[config.mk]
export PLATFORM = sky130hd
export DESIGN_NAME = acc_result_drain
export DESIGN_NICKNAME = d
export VERILOG_FILES = /design/src/rtl/acc_pkg.sv /design/src/rtl/acc_beat_serializer.sv /design/src/rtl/acc_result_drain.sv
export SDC_FILE = /design/constraint.sdc
export NUM_CORES = 1
export LEC_CHECK = 0
export ABC_AREA = 1
export BUFFER_PORTS_ARGS = -buffer_cell sky130_fd_sc_hd__buf_4
export CAP_MARGIN = 20
export CORE_ASPECT_RATIO = 1.5
export CORE_MARGIN = 1
export CORE_UTILIZATION = 50
export CTS_BUF_LIST = sky130_fd_sc_hd__clkbuf_4
export CTS_CLUSTER_SIZE = 28
export DETAILED_ROUTE_END_ITERATION = 16
export HOLD_SLACK_MARGIN = 0.03
export PLACE_DENSITY = 0.81
export SLEW_MARGIN = 40
export SYNTH_ARGS = -nofsm -noshare
export SYNTH_HDL_FRONTEND = slang
export SYNTH_HIERARCHICAL = 1
export SYNTH_SLANG_ARGS = --single-unit
[constraint.sdc]
create_clock -name clk -period 1.7 [get_ports clk]
set_input_delay 0.34 -clock clk [delete_from_list [all_inputs] [get_ports clk]]
set_output_delay 0.34 -clock clk [all_outputs]
set_load 0.02 [all_outputs]
[src/rtl/acc_pkg.sv]
// acc_pkg: shared definitions for the accelerator result drain.
//   ACC_WORD_W   width of one computed word popped from the output FIFO
//   acc_state_e  one-hot drain FSM encoding (ST_IDLE, ST_READ, ST_LOAD, ST_SEND)
//   out_w_legal  legal output beat widths: 32, 64, 128
package acc_pkg;

  localparam int unsigned ACC_WORD_W = 128;

  typedef enum logic [3:0] {
    ST_IDLE = 4'b0001,
    ST_READ = 4'b0010,
    ST_LOAD = 4'b0100,
    ST_SEND = 4'b1000
  } acc_state_e;

  // Beat width must divide the word into a power-of-two number of slices.
  function automatic bit out_w_legal(input int unsigned w);
    return (w == 32) || (w == 64) || (w == 128);
  endfunction

endpackage

[src/rtl/acc_beat_serializer.sv]
// acc_beat_serializer: holds one 128-bit word and steps through it in
// OUT_W-bit slices, least-significant slice first.
//   clk, reset    clock, synchronous active-low reset
//   load          capture din, present slice 0
//   advance       present the next slice (never issued on the final slice)
//   din           word from the FIFO
//   data          current slice (registered)
//   last_beat     current slice is the final one of the word (registered)
//   next_last_c   the slice that advance would present is the final one
module acc_beat_serializer
  import acc_pkg::*;
#(
  parameter int unsigned OUT_W = 32
) (
  input  logic                  clk,
  input  logic                  reset,
  input  logic                  load,
  input  logic                  advance,
  input  logic [ACC_WORD_W-1:0] din,
  output logic [OUT_W-1:0]      data,
  output logic                  last_beat,
  output logic                  next_last_c
);

  localparam int unsigned BEATS  = ACC_WORD_W / OUT_W;
  localparam int unsigned BEAT_W = (BEATS > 1) ? $clog2(BEATS) : 1;
  localparam int unsigned NSLOT  = 1 << BEAT_W;

  logic [ACC_WORD_W-1:0] hold;
  logic [BEAT_W-1:0]     beat;
  logic [BEAT_W-1:0]     beat_nxt;
  logic [OUT_W-1:0]      slices [NSLOT];

  // Slice table padded to a power of two so the beat index is always in range.
  for (genvar i = 0; i < NSLOT; i++) begin : g_slice
    assign slices[i] = hold[(i % BEATS) * OUT_W +: OUT_W];
  end

  assign beat_nxt    = beat + BEAT_W'(1);
  assign next_last_c = (beat_nxt == BEAT_W'(BEATS - 1));

  // Hold register, beat counter and registered slice output.
  always_ff @(posedge clk) begin
    if (!reset) begin
      hold      <= '0;
      beat      <= '0;
      data      <= '0;
      last_beat <= 1'b0;
    end else if (load) begin
      hold      <= din;
      beat      <= '0;
      data      <= din[OUT_W-1:0];
      last_beat <= (BEATS == 1);
    end else if (advance) begin
      beat      <= beat_nxt;
      data      <= slices[beat_nxt];
      last_beat <= next_last_c;
    end
  end

endmodule

[src/rtl/acc_result_drain.sv]
// acc_result_drain: read side of the accelerator output FIFO. Pops 128-bit
// words (standard, non-FWFT timing) and serialises them into OUT_W-bit beats
// on a valid/ready stream, flagging the final beat of each frame.
//   clk, reset             clock, synchronous active-low reset
//   enable                 permits new FIFO reads; an in-flight word completes
//   fifo_empty             FIFO empty flag
//   fifo_rd_en             FIFO pop strobe, one cycle per word
//   fifo_dout, fifo_last   word and end-of-frame flag, valid after fifo_rd_en
//   m_data/m_valid/m_ready stream toward the host datapath
//   m_last                 final beat of the final word of a frame
//   frame_done             one-cycle pulse after the m_last beat is accepted
//   busy                   FSM is not idle
//   frame_words            words in the last completed frame
//                          (only when ACC_DRAIN_STATS_EN is defined)
module acc_result_drain
  import acc_pkg::*;
#(
  parameter int unsigned OUT_W = 32
) (
  input  logic                  clk,
  input  logic                  reset,
  input  logic                  enable,
  input  logic                  fifo_empty,
  output logic                  fifo_rd_en,
  input  logic [ACC_WORD_W-1:0] fifo_dout,
  input  logic                  fifo_last,
  output logic [OUT_W-1:0]      m_data,
  output logic                  m_valid,
  input  logic                  m_ready,
  output logic                  m_last,
  output logic                  frame_done,
  output logic                  busy
`ifdef ACC_DRAIN_STATS_EN
  ,
  output logic [31:0]           frame_words
`endif
);

  localparam int unsigned BEATS       = ACC_WORD_W / OUT_W;
  localparam bit          SINGLE_BEAT = (BEATS == 1);

  if (!out_w_legal(OUT_W)) begin : g_bad_out_w
    $error("acc_result_drain: OUT_W must be 32, 64 or 128");
  end

  acc_state_e state_q, state_d;
  logic       last_word, last_word_d;
  logic       rd_en_d, m_valid_d, m_last_d, frame_done_d;
  logic       load, advance;
  logic       can_read_c, handshake_c;
  logic       ser_last_beat, ser_next_last_c;

  assign can_read_c  = enable && !fifo_empty;
  assign handshake_c = m_valid && m_ready;

  acc_beat_serializer #(.OUT_W(OUT_W)) u_ser (
    .clk         (clk),
    .reset       (reset),
    .load        (load),
    .advance     (advance),
    .din         (fifo_dout),
    .data        (m_data),
    .last_beat   (ser_last_beat),
    .next_last_c (ser_next_last_c)
  );

  // State and registered outputs.
  always_ff @(posedge clk) begin
    if (!reset) begin
      state_q    <= ST_IDLE;
      fifo_rd_en <= 1'b0;
      m_valid    <= 1'b0;
      m_last     <= 1'b0;
      frame_done <= 1'b0;
      busy       <= 1'b0;
      last_word  <= 1'b0;
    end else begin
      state_q    <= state_d;
      fifo_rd_en <= rd_en_d;
      m_valid    <= m_valid_d;
      m_last     <= m_last_d;
      frame_done <= frame_done_d;
      busy       <= (state_d != ST_IDLE);
      last_word  <= last_word_d;
    end
  end

  // Next state and output decode.
  always_comb begin
    state_d      = state_q;
    rd_en_d      = 1'b0;
    m_valid_d    = m_valid;
    m_last_d     = m_last;
    frame_done_d = 1'b0;
    last_word_d  = last_word;
    load         = 1'b0;
    advance      = 1'b0;
    unique case (state_q)
      ST_IDLE: begin
        if (can_read_c) begin
          state_d = ST_READ;
          rd_en_d = 1'b1;
        end
      end
      ST_READ: begin
        state_d = ST_LOAD;
      end
      ST_LOAD: begin
        load        = 1'b1;
        last_word_d = fifo_last;
        m_valid_d   = 1'b1;
        m_last_d    = fifo_last && SINGLE_BEAT;
        state_d     = ST_SEND;
      end
      ST_SEND: begin
        if (handshake_c) begin
          if (!ser_last_beat) begin
            advance  = 1'b1;
            m_last_d = last_word && ser_next_last_c;
          end else begin
            m_valid_d    = 1'b0;
            m_last_d     = 1'b0;
            frame_done_d = last_word;
            // Chain straight into the next read so a frame streams back to back.
            if (can_read_c) begin
              state_d = ST_READ;
              rd_en_d = 1'b1;
            end else begin
              state_d = ST_IDLE;
            end
          end
        end
      end
      default: begin
        state_d = ST_IDLE;
      end
    endcase
  end

`ifdef ACC_DRAIN_STATS_EN
  // Word count per frame; a pop coinciding with frame_done belongs to the next frame.
  logic [31:0] word_cnt;

  always_ff @(posedge clk) begin
    if (!reset) begin
      word_cnt    <= '0;
      frame_words <= '0;
    end else if (frame_done) begin
      frame_words <= word_cnt;
      word_cnt    <= {31'b0, fifo_rd_en};
    end else if (fifo_rd_en) begin
      word_cnt    <= word_cnt + 32'd1;
    end
  end
`endif

endmodule

# Word level (Yosys, flattened, before mapping)
# Index checks and enable logic that the tools add are counted.
dict set report totals {
  reg_bits 173
  rom_bits 0
  word_cells 57
  out_inout_bits 37
  ramBits 0
  latch_bits 0
  inputBits 134
  memories 0
}
dict set report classes {
  n_div 0
  n_bitwise 2
  shift 0
  eq_ne 8
  n_mux 24
  n_addsub 1
  magnitude_cmp 1
  n_reduce_logical 10
  mul 0
}
# operator count
set ops {}
lappend ops {{32-bit 2-to-1 mux} 4}
lappend ops {{32-bit binary-select mux with 2-bit select} 1}
lappend ops {{4-bit one-hot mux with 4 select lines} 1}
lappend ops {{4-bit 2-to-1 mux} 3}
lappend ops {{1-bit 2-to-1 mux} 11}
lappend ops {{1-bit one-hot mux with 2 select lines} 3}
lappend ops {{4-bit by 1-bit == test with 1-bit output (second input constant)} 1}
lappend ops {{4-bit by 2-bit == test with 1-bit output (second input constant)} 1}
lappend ops {{4-bit by 3-bit == test with 1-bit output (second input constant)} 1}
lappend ops {{4-bit == test (second input constant)} 1}
lappend ops {{4-bit by 1-bit inequality test with 1-bit output (second input constant)} 1}
lappend ops {{4-bit AND reduction} 1}
lappend ops {{2-bit nonzero test} 2}
lappend ops {{3-bit >= comparator (second input constant)} 1}
lappend ops {{1-bit logical AND} 3}
lappend ops {{2-bit inverter with 3-bit output} 1}
lappend ops {{3-bit AND reduction} 1}
lappend ops {{2-bit by 1-bit adder with 2-bit output (second input constant)} 1}
lappend ops {{2-bit == test (second input constant)} 1}
lappend ops {{2-bit 2-to-1 mux} 1}
lappend ops {{2-bit by 1-bit inequality test with 1-bit output (second input constant)} 1}
lappend ops {{2-bit inequality test (second input constant)} 1}
lappend ops {{2-bit AND reduction} 1}
lappend ops {{2-bit OR reduction} 1}
lappend ops {{2 further kinds} 2}

# Longest topological paths before layout
# Gate-level depths: netlist of run 1.
dict set report depth {
  word_depth 7
  mapped_depth 11
  mapped_depth_nobuf 8
}

# Modules after synthesis
# Netlist of run 1, hierarchy kept.
# mod seq_area_each_um2 n_inst cells_each area_per_inst_um2
set modules_own_cells {}
lappend modules_own_cells {acc_beat_serializer 3263.1 1 967 6949.2}
lappend modules_own_cells {acc_result_drain 200.2 1 72 493.0}

# Worst setup path before layout of run 1
# OpenSTA, ideal clock, no wires.
dict set report synth_path {
  kind {register -> register}
  start {register m_valid}
  end {register u_ser.data[15]}
  setup_time_ps 132
  arrival_ps 1568
  t_required_ps 1568
  path_slack_ps 0
  path_stages_with_launch 8
  cell_sequence {dfxtp_1 nand2_1 nand3b_1 nor2_1 nor2_4 buf_2 a21boi_0 a21oi_1}
}
dict set report synth_via {
  elab_chain_len 4
}
# item line
set synth_lines {}
lappend synth_lines {{start: declaration} acc_result_drain.sv:28} ;# output logic m_valid,
lappend synth_lines {{start signal: assignment} acc_result_drain.sv:80} ;# m_valid <= m_valid_d;
lappend synth_lines {{1-bit logical AND} acc_result_drain.sv:54} ;# assign handshake_c = m_valid && m_ready;
lappend synth_lines {{1-bit 2-to-1 mux} acc_result_drain.sv:116} ;# if (handshake_c) begin
lappend synth_lines {{1-bit 2-to-1 mux} acc_result_drain.sv:98} ;# unique case (state_q)
lappend synth_lines {{named net advance} acc_result_drain.sv:49} ;# logic load, advance;
lappend synth_lines {{2-bit nonzero test (no line)} n/a}
lappend synth_lines {{end signal: assignment} acc_beat_serializer.sv:52} ;# data <= din[OUT_W-1:0];
lappend synth_lines {{end signal: assignment} acc_beat_serializer.sv:56} ;# data <= slices[beat_nxt];
lappend synth_lines {{end: declaration} acc_beat_serializer.sv:20} ;# output logic [OUT_W-1:0] data,
# The timed path passes the listed nets, and every way through them passes these cells.
# A chain may end at the register's enable or synchronous reset.

# Worst setup path in the final report of run 1
dict set report layout_path {
  start {register state_q[1]}
  end {register u_ser.data[2]}
}
dict set report layout_via {
  elab_chain_len 3
}
# item line
set layout_lines {}
lappend layout_lines {{start: declaration} acc_result_drain.sv:46} ;# acc_state_e state_q, state_d;
lappend layout_lines {{start signal: assignment} acc_result_drain.sv:78} ;# state_q <= state_d;
lappend layout_lines {{4-bit by 3-bit == test with 1-bit output *} acc_result_drain.sv:98}
lappend layout_lines {{1-bit 2-to-1 mux *} acc_result_drain.sv:98}
lappend layout_lines {{named net load} acc_result_drain.sv:49}
lappend layout_lines {{32-bit 2-to-1 mux / 2-bit nonzero test (equally long branches)} n/a}
# The timed path passes the listed nets; every way through them passes the cells marked *.

==> flow_summary.yaml, run 1 <==
outcome:
  outcome: "completed"
global_route:
  grt_start_max_net_pins: 66
  grt-ovfl-total: 0
  grt_pass1_vias: 6999
  grt_usage: 0.272
  antenna_found_initial: 1
  grt_first_pass_wirelength_um: 32300
sta:
  hold_viol: 0
  postLayoutSetupSlackWorst_ns: 0.0769
  max_slew_margin: 0.670
  worst_pin_slew_ns: 0.494
  fin_setup_tns_ns: 0
  fmax_mhz: 616
  final-setup-viol-count: 0
  finalClockSkew_ns: 0.0228
  rsz0062_at_grt: "yes"
  post-route-period-util: 0.955
  period_needed_ns: 1.62
  timing_max_transition_violations_final: 0
route:
  drt-total-wl_um: 20400
  wl_per_cell_um: 14.2
  antenna_left: 0
  drc: 0
  via_per_inst: 5.12
  drt_pass1_iterations: 5
  first_iter_violations: 475
  vias: 7380
critical_path:
  path_delay_family: "buffers and inverters"
  reg2reg_to: "u_ser/data[2]"
  path_buf_inv: 4
  arrival_ns: 2.07
  timing.rr.start: "state_q[1]"
  crit_required_ns: 2.14
  startpoint_type: "flop"
  rrSetupSlack_ns: 0.08
  rr_worst_depth: 9
  max_stage_delay_ns: 0.37
  end_kind: "flop"
  cp_max_fo: 20
  crit_slowest_cell: "dfxtp_2"
  crit_chain: "inv_1 > nand2_2 > nor2_4 > buf_4 > buf_4 > nor2_4 > buf_12 > nand2_1 > a21oi_1"
  criticalPathCategory: "reg2reg"
hold_path:
  holdCritStartpoint: "fifo_dout[108]"
  hp-class: "in2reg"
  hold_end: "u_ser/hold[108]"
  hold_depth: 3
clock_network:
  cts-root-buf: "clkbuf_4"
  insertion_delay_ns: 0.55
  htreeDepth: 4
  cts_sinks: 173
  cts_inserted_buffers: 17
  clock_path_buffers: 2
  clkTransAtPathRegs_ns: 0.14
  cts_tree: "built"
floorplan:
  start_util: 0.512
  die_area_sq_um: 15400
  die_h_um: 151
  core_area_sq_um: 14500
  io_pins: 171
  rows: 54
  floorplan.die.width_um: 102
synth:
  synth_cells: 1039
  syn_area_per_cell_sq_um: 7.16
  async_flop_share: 0
  ys_ff_latch: 173
  syn_area_sq_um: 7440
  synth-edff-count: 0
  synth_nets: 1174
  synth_warnings: 6
  synth_ff_type: "dfxtp_1"
  seq_area_frac_synth: 0.465
  synthDistinctLibCells: 26
finish:
  fin_nets: 1366
  area_growth_pct: 30.9
  layout-drive-gt1-share: 0.213
power_and_ir_drop:
  leakage_nw: 4.24
  ir_drop_uv: 416
  power.density_nw_per_um2: 735
  finalPower_w: 0.00716
flow_run:
  timing.max_cap.violations: 0
placed_design:
  pre_cts_ws_ns: -0.444
  globalplace.congestion: 0.855
  port_buffers: 170
  dp_hpwl_um: 13700
## cell type report
cell class | instances | area, sq um
clock inverter | 15 | 183
sequential | 173 | 3470
fill | 1219 | 4790
timing repair buffer | 245 | 2060
antenna | 1 | 2.50
clock buffer | 17 | 128
inverter | 145 | 547
multi-input combinational | 649 | 3100
tap | 196 | 245
## worst reg2reg max path, cell delays in order, from the launching register on
cell	delay [ns]
dfxtp_2	0.37
inv_1	0.09
nand2_2	0.09
nor2_4	0.16
buf_4	0.18
buf_4	0.26
nor2_4	0.08
buf_12	0.15
nand2_1	0.07
a21oi_1	0.06
## state kept, by name, indices dropped and copies added (netlist names)
signal,count
last_word,1
u_ser/hold,128
u_ser/beat,2
m_last,1
u_ser/data,32
busy,1
m_valid,1
fifo_rd_en,1
u_ser/last_beat,1
state_q,4
frame_done,1
## logic make-up after synthesis
logic type	synth area share
and+or+nand+nor	0.191
AOI/OAI and AO/OA	0.220
buffers and inverters	0.122
DFF	0.465
adders and majority gates	0.00168
## layout by cell type (no fill, tap or decap), types with 4 or more instances in the layout
master / instances
nand2_1: 237
buf_4: 194
dfxtp_1: 168
a21oi_1: 145
inv_1: 138
o21ai_0: 107
nand3_1: 77
dlygate4sd3_1: 39
o22ai_1: 23
clkbuf_4: 17
a21boi_1: 16
o21ai_1: 11
buf_12: 9
nor2_4: 7
nor2_1: 7
inv_6: 7
a21boi_0: 7
inv_2: 6
dfxtp_2: 5
nor2_2: 4
## through the flow
step	area [sq um]	util	cells	hold slack, ns
after global placement	8950	0.616	1363	0.440
after detailed placement	8950	0.616	1363	0.444
after floorplan	7440	-	1039	0.424
after CTS	9670	0.666	1436	0.0301
after global routing	9740	0.670	1441	0.0290
final	9740	0.670	1441	0.0696
## Yosys cell counts, types with 5 or more instances
| library cell | n | share of area |
|---|---|---|
| o22ai_1 | 23 | 0.019 |
| inv_1 | 138 | 0.070 |
| nand2_1 | 237 | 0.12 |
| o21ai_1 | 10 | 0.0067 |
| a21boi_1 | 16 | 0.016 |
| nand3_1 | 77 | 0.052 |
| dfxtp_1 | 173 | 0.47 |
| a21oi_1 | 145 | 0.098 |
| inv_2 | 7 | 0.0035 |
| a21boi_0 | 7 | 0.0071 |
| buf_2 | 44 | 0.030 |
| clkbuf_1 | 18 | 0.0091 |
| nor2_2 | 5 | 0.0042 |
| o21ai_0 | 108 | 0.073 |
| buf_4 | 7 | 0.0071 |
| nor2_1 | 9 | 0.0045 |
## power by group
part | total [W] | switching, W | internal [W] | leakage, nW
logic | 0.000561 | 0.000232 | 0.000330 | 2.68
clock network | 0.00252 | 0.00147 | 0.00105 | 0.168
registers | 0.00408 | 0.00000836 | 0.00407 | 1.40
## timing repair
action,in CTS,in global routing
hold endpoints to repair,38,1
cloned,1,0
hold buffers,38,1
buffers inserted,2,3
pin swaps,1,4
gates resized for setup,2,11
endpoints found under the setup margin,17,61
## metal layers
layer,up-vias,GRT usage,share of wire
met3,42,0.0517,0.055
met5,-,0,0
li1,3748,-,-
met1,3340,0.329,0.42
met4,0,0.132,0.033
met2,250,0.460,0.50
## worst max-delay path by stage
stage,start,to,cells after the start
4_1_cts,state_q[0],u_ser/data[25],6
3_5_place_dp,m_ready,u_ser/data[3],8
5_1_grt,m_valid,u_ser/data[19],9
3_3_place_gp,m_ready,u_ser/data[18],8
2_1_floorplan,m_valid,u_ser/data[15],7
6_report,state_q[1],u_ser/data[2],9
No activity file was read; power rests on OpenSTA's default activity.
==> run 2: changes to the inputs <==
PLACE_DENSITY = 0.78   (was 0.81)
==> flow_summary.yaml, run 2 (synthesized netlist as in run 1, its figures left out) <==
flow_run:
  timing.max_cap.violations: 0
placed_design:
  port_buffers: 170
  globalplace.congestion: 0.890
  dp.cells: 1360
  dp_hpwl_um: 13800
global_route:
  grt_start_max_net_pins: 69
  grt-ovfl-total: 0
  grt_first_pass_wirelength_um: 31500
  grt_usage: 0.267
  antenna_found_initial: 1
  grt_pass1_vias: 6693
power_and_ir_drop:
  leakage_nw: 4.13
  power.density_nw_per_um2: 693
  ir_drop_uv: 405
clock_network:
  cts-root-buf: "clkbuf_4"
  clkTransAtPathRegs_ns: 0.14
  clock_path_buffers: 2
  insertion_delay_ns: 0.54
  cts_inserted_buffers: 17
  cts_sinks: 173
  htreeDepth: 4
  cts_tree: "built"
finish:
  multiInputGateArea_sq_um: 3150
  fillers: 1280
  layout-drive-gt1-share: 0.225
  mostFrequentLayoutCell: "nand2_1"
  area_growth_pct: 27.9
  final_util: 0.655
  fin_cells: 1419
  reg.largest.list: "u_ser/hold (128), u_ser/data (32), state_q (4)"
  fin_nets: 1344
  largest_reg_flops: 128
  top_register: "u_ser/hold"
  mostFrequentLayoutCells: "nand2_1, buf_4, dfxtp_1"
  area.sequential_sq_um: 3470
outcome:
  outcome: "finished, violations left"
  violations: "setup timing"
sta:
  fin_setup_tns_ns: -0.109
  worst_pin_slew_ns: 0.523
  rsz0062_at_grt: "yes"
  hold_viol: 0
  postLayoutSetupSlackWorst_ns: -0.0166
  period_needed_ns: 1.72
  max_slew_margin: 0.651
  fmax_mhz: 583
  timing_max_transition_violations_final: 0
  finalClockSkew_ns: 0.0203
  post-route-period-util: 1.01
  final-setup-viol-count: 14
floorplan:
  die_area_sq_um: 15400
  start_util: 0.512
  die_h_um: 151
  floorplan.die.width_um: 102
  rows: 54
  io_pins: 171
  core_area_sq_um: 14500
route:
  vias: 7359
  first_iter_violations: 555
  via_per_inst: 5.19
  drc: 0
  drt-total-wl_um: 20600
  wl_per_cell_um: 14.5
  antenna_left: 0
  drt_pass1_iterations: 5
critical_path:
  arrival_ns: 2.19
  cp_max_fo: 11
  startpoint_type: "flop"
  crit_required_ns: 2.17
  end_kind: "flop"
  criticalPathCategory: "reg2reg"
  rrSetupSlack_ns: -0.02
hold_path:
  hp-class: "in2reg"
-- run 2: worst paths after layout --
kind | start | to | depth (start not counted)
max | state_q[3] | u_ser/data[31] | 10
min | fifo_dout[66] | u_ser/hold[66] | 3
max reg2reg | state_q[3] | u_ser/data[31] | 10
min reg2reg | u_ser/hold[127] | u_ser/hold[127] | 2
-- run 2: through the flow --
stage          cell area (sq um)  total power, W  hold slack, ns  setup slack (ns)
3_3_place_gp                8930         0.00464           0.441            -0.377
4_1_cts                     9330         0.00664          0.0310            0.0137
6_report                    9520         0.00660          0.0715           -0.0166
3_5_place_dp                8930         0.00464           0.442            -0.416
5_1_grt                     9520         0.00685          0.0335            -0.102
2_1_floorplan               7440         0.00433           0.424          0.000129
-- run 2: area by class of cell --
type	instances	area share
Antenna cell	1	0.000263
Clock buffer	18	0.0142
Clock inverter	14	0.0101
Inverter	145	0.0580
Multi-Input combinational cell	649	0.331
Sequential cell	173	0.364
Tap cell	196	0.0258
Timing Repair Buffer	223	0.196
-- run 2: what timing repair did --
| item | in CTS | in global routing |
|---|---|---|
| cloned | 1 | 2 |
| pin swaps | 1 | 8 |
| setup buffers | 2 | 5 |
| setup endpoints to repair | 16 | 37 |
| hold buffers | 14 | 2 |
| gates resized for setup | 2 | 24 |
| hold endpoints to repair | 14 | 2 |
-- run 2: power by group --
group	switching, W	internal (W)
clock network	0.00142	0.000589
logic	0.000221	0.000291
registers	0.00000747	0.00407
total	0.00165	0.00495
-- run 2: per-layer routing --
layer	GRT usage	vias up	wire length (um)
met5	0	-	0
met4	0.109	0	599
met3	0.0471	45	1280
met2	0.454	295	10300
met1	0.329	3308	8440
li1	-	3711	-
-- run 2: critical path, cell delays in order, from the launching register on --
cell	delay, ns
dfxtp_2	0.38
inv_4	0.05
nor2_4	0.09
nand3b_1	0.18
nor2_4	0.21
buf_6	0.15
inv_4	0.04
nor2_4	0.19
clkbuf_16	0.20
nand2_1	0.06
a21oi_1	0.10
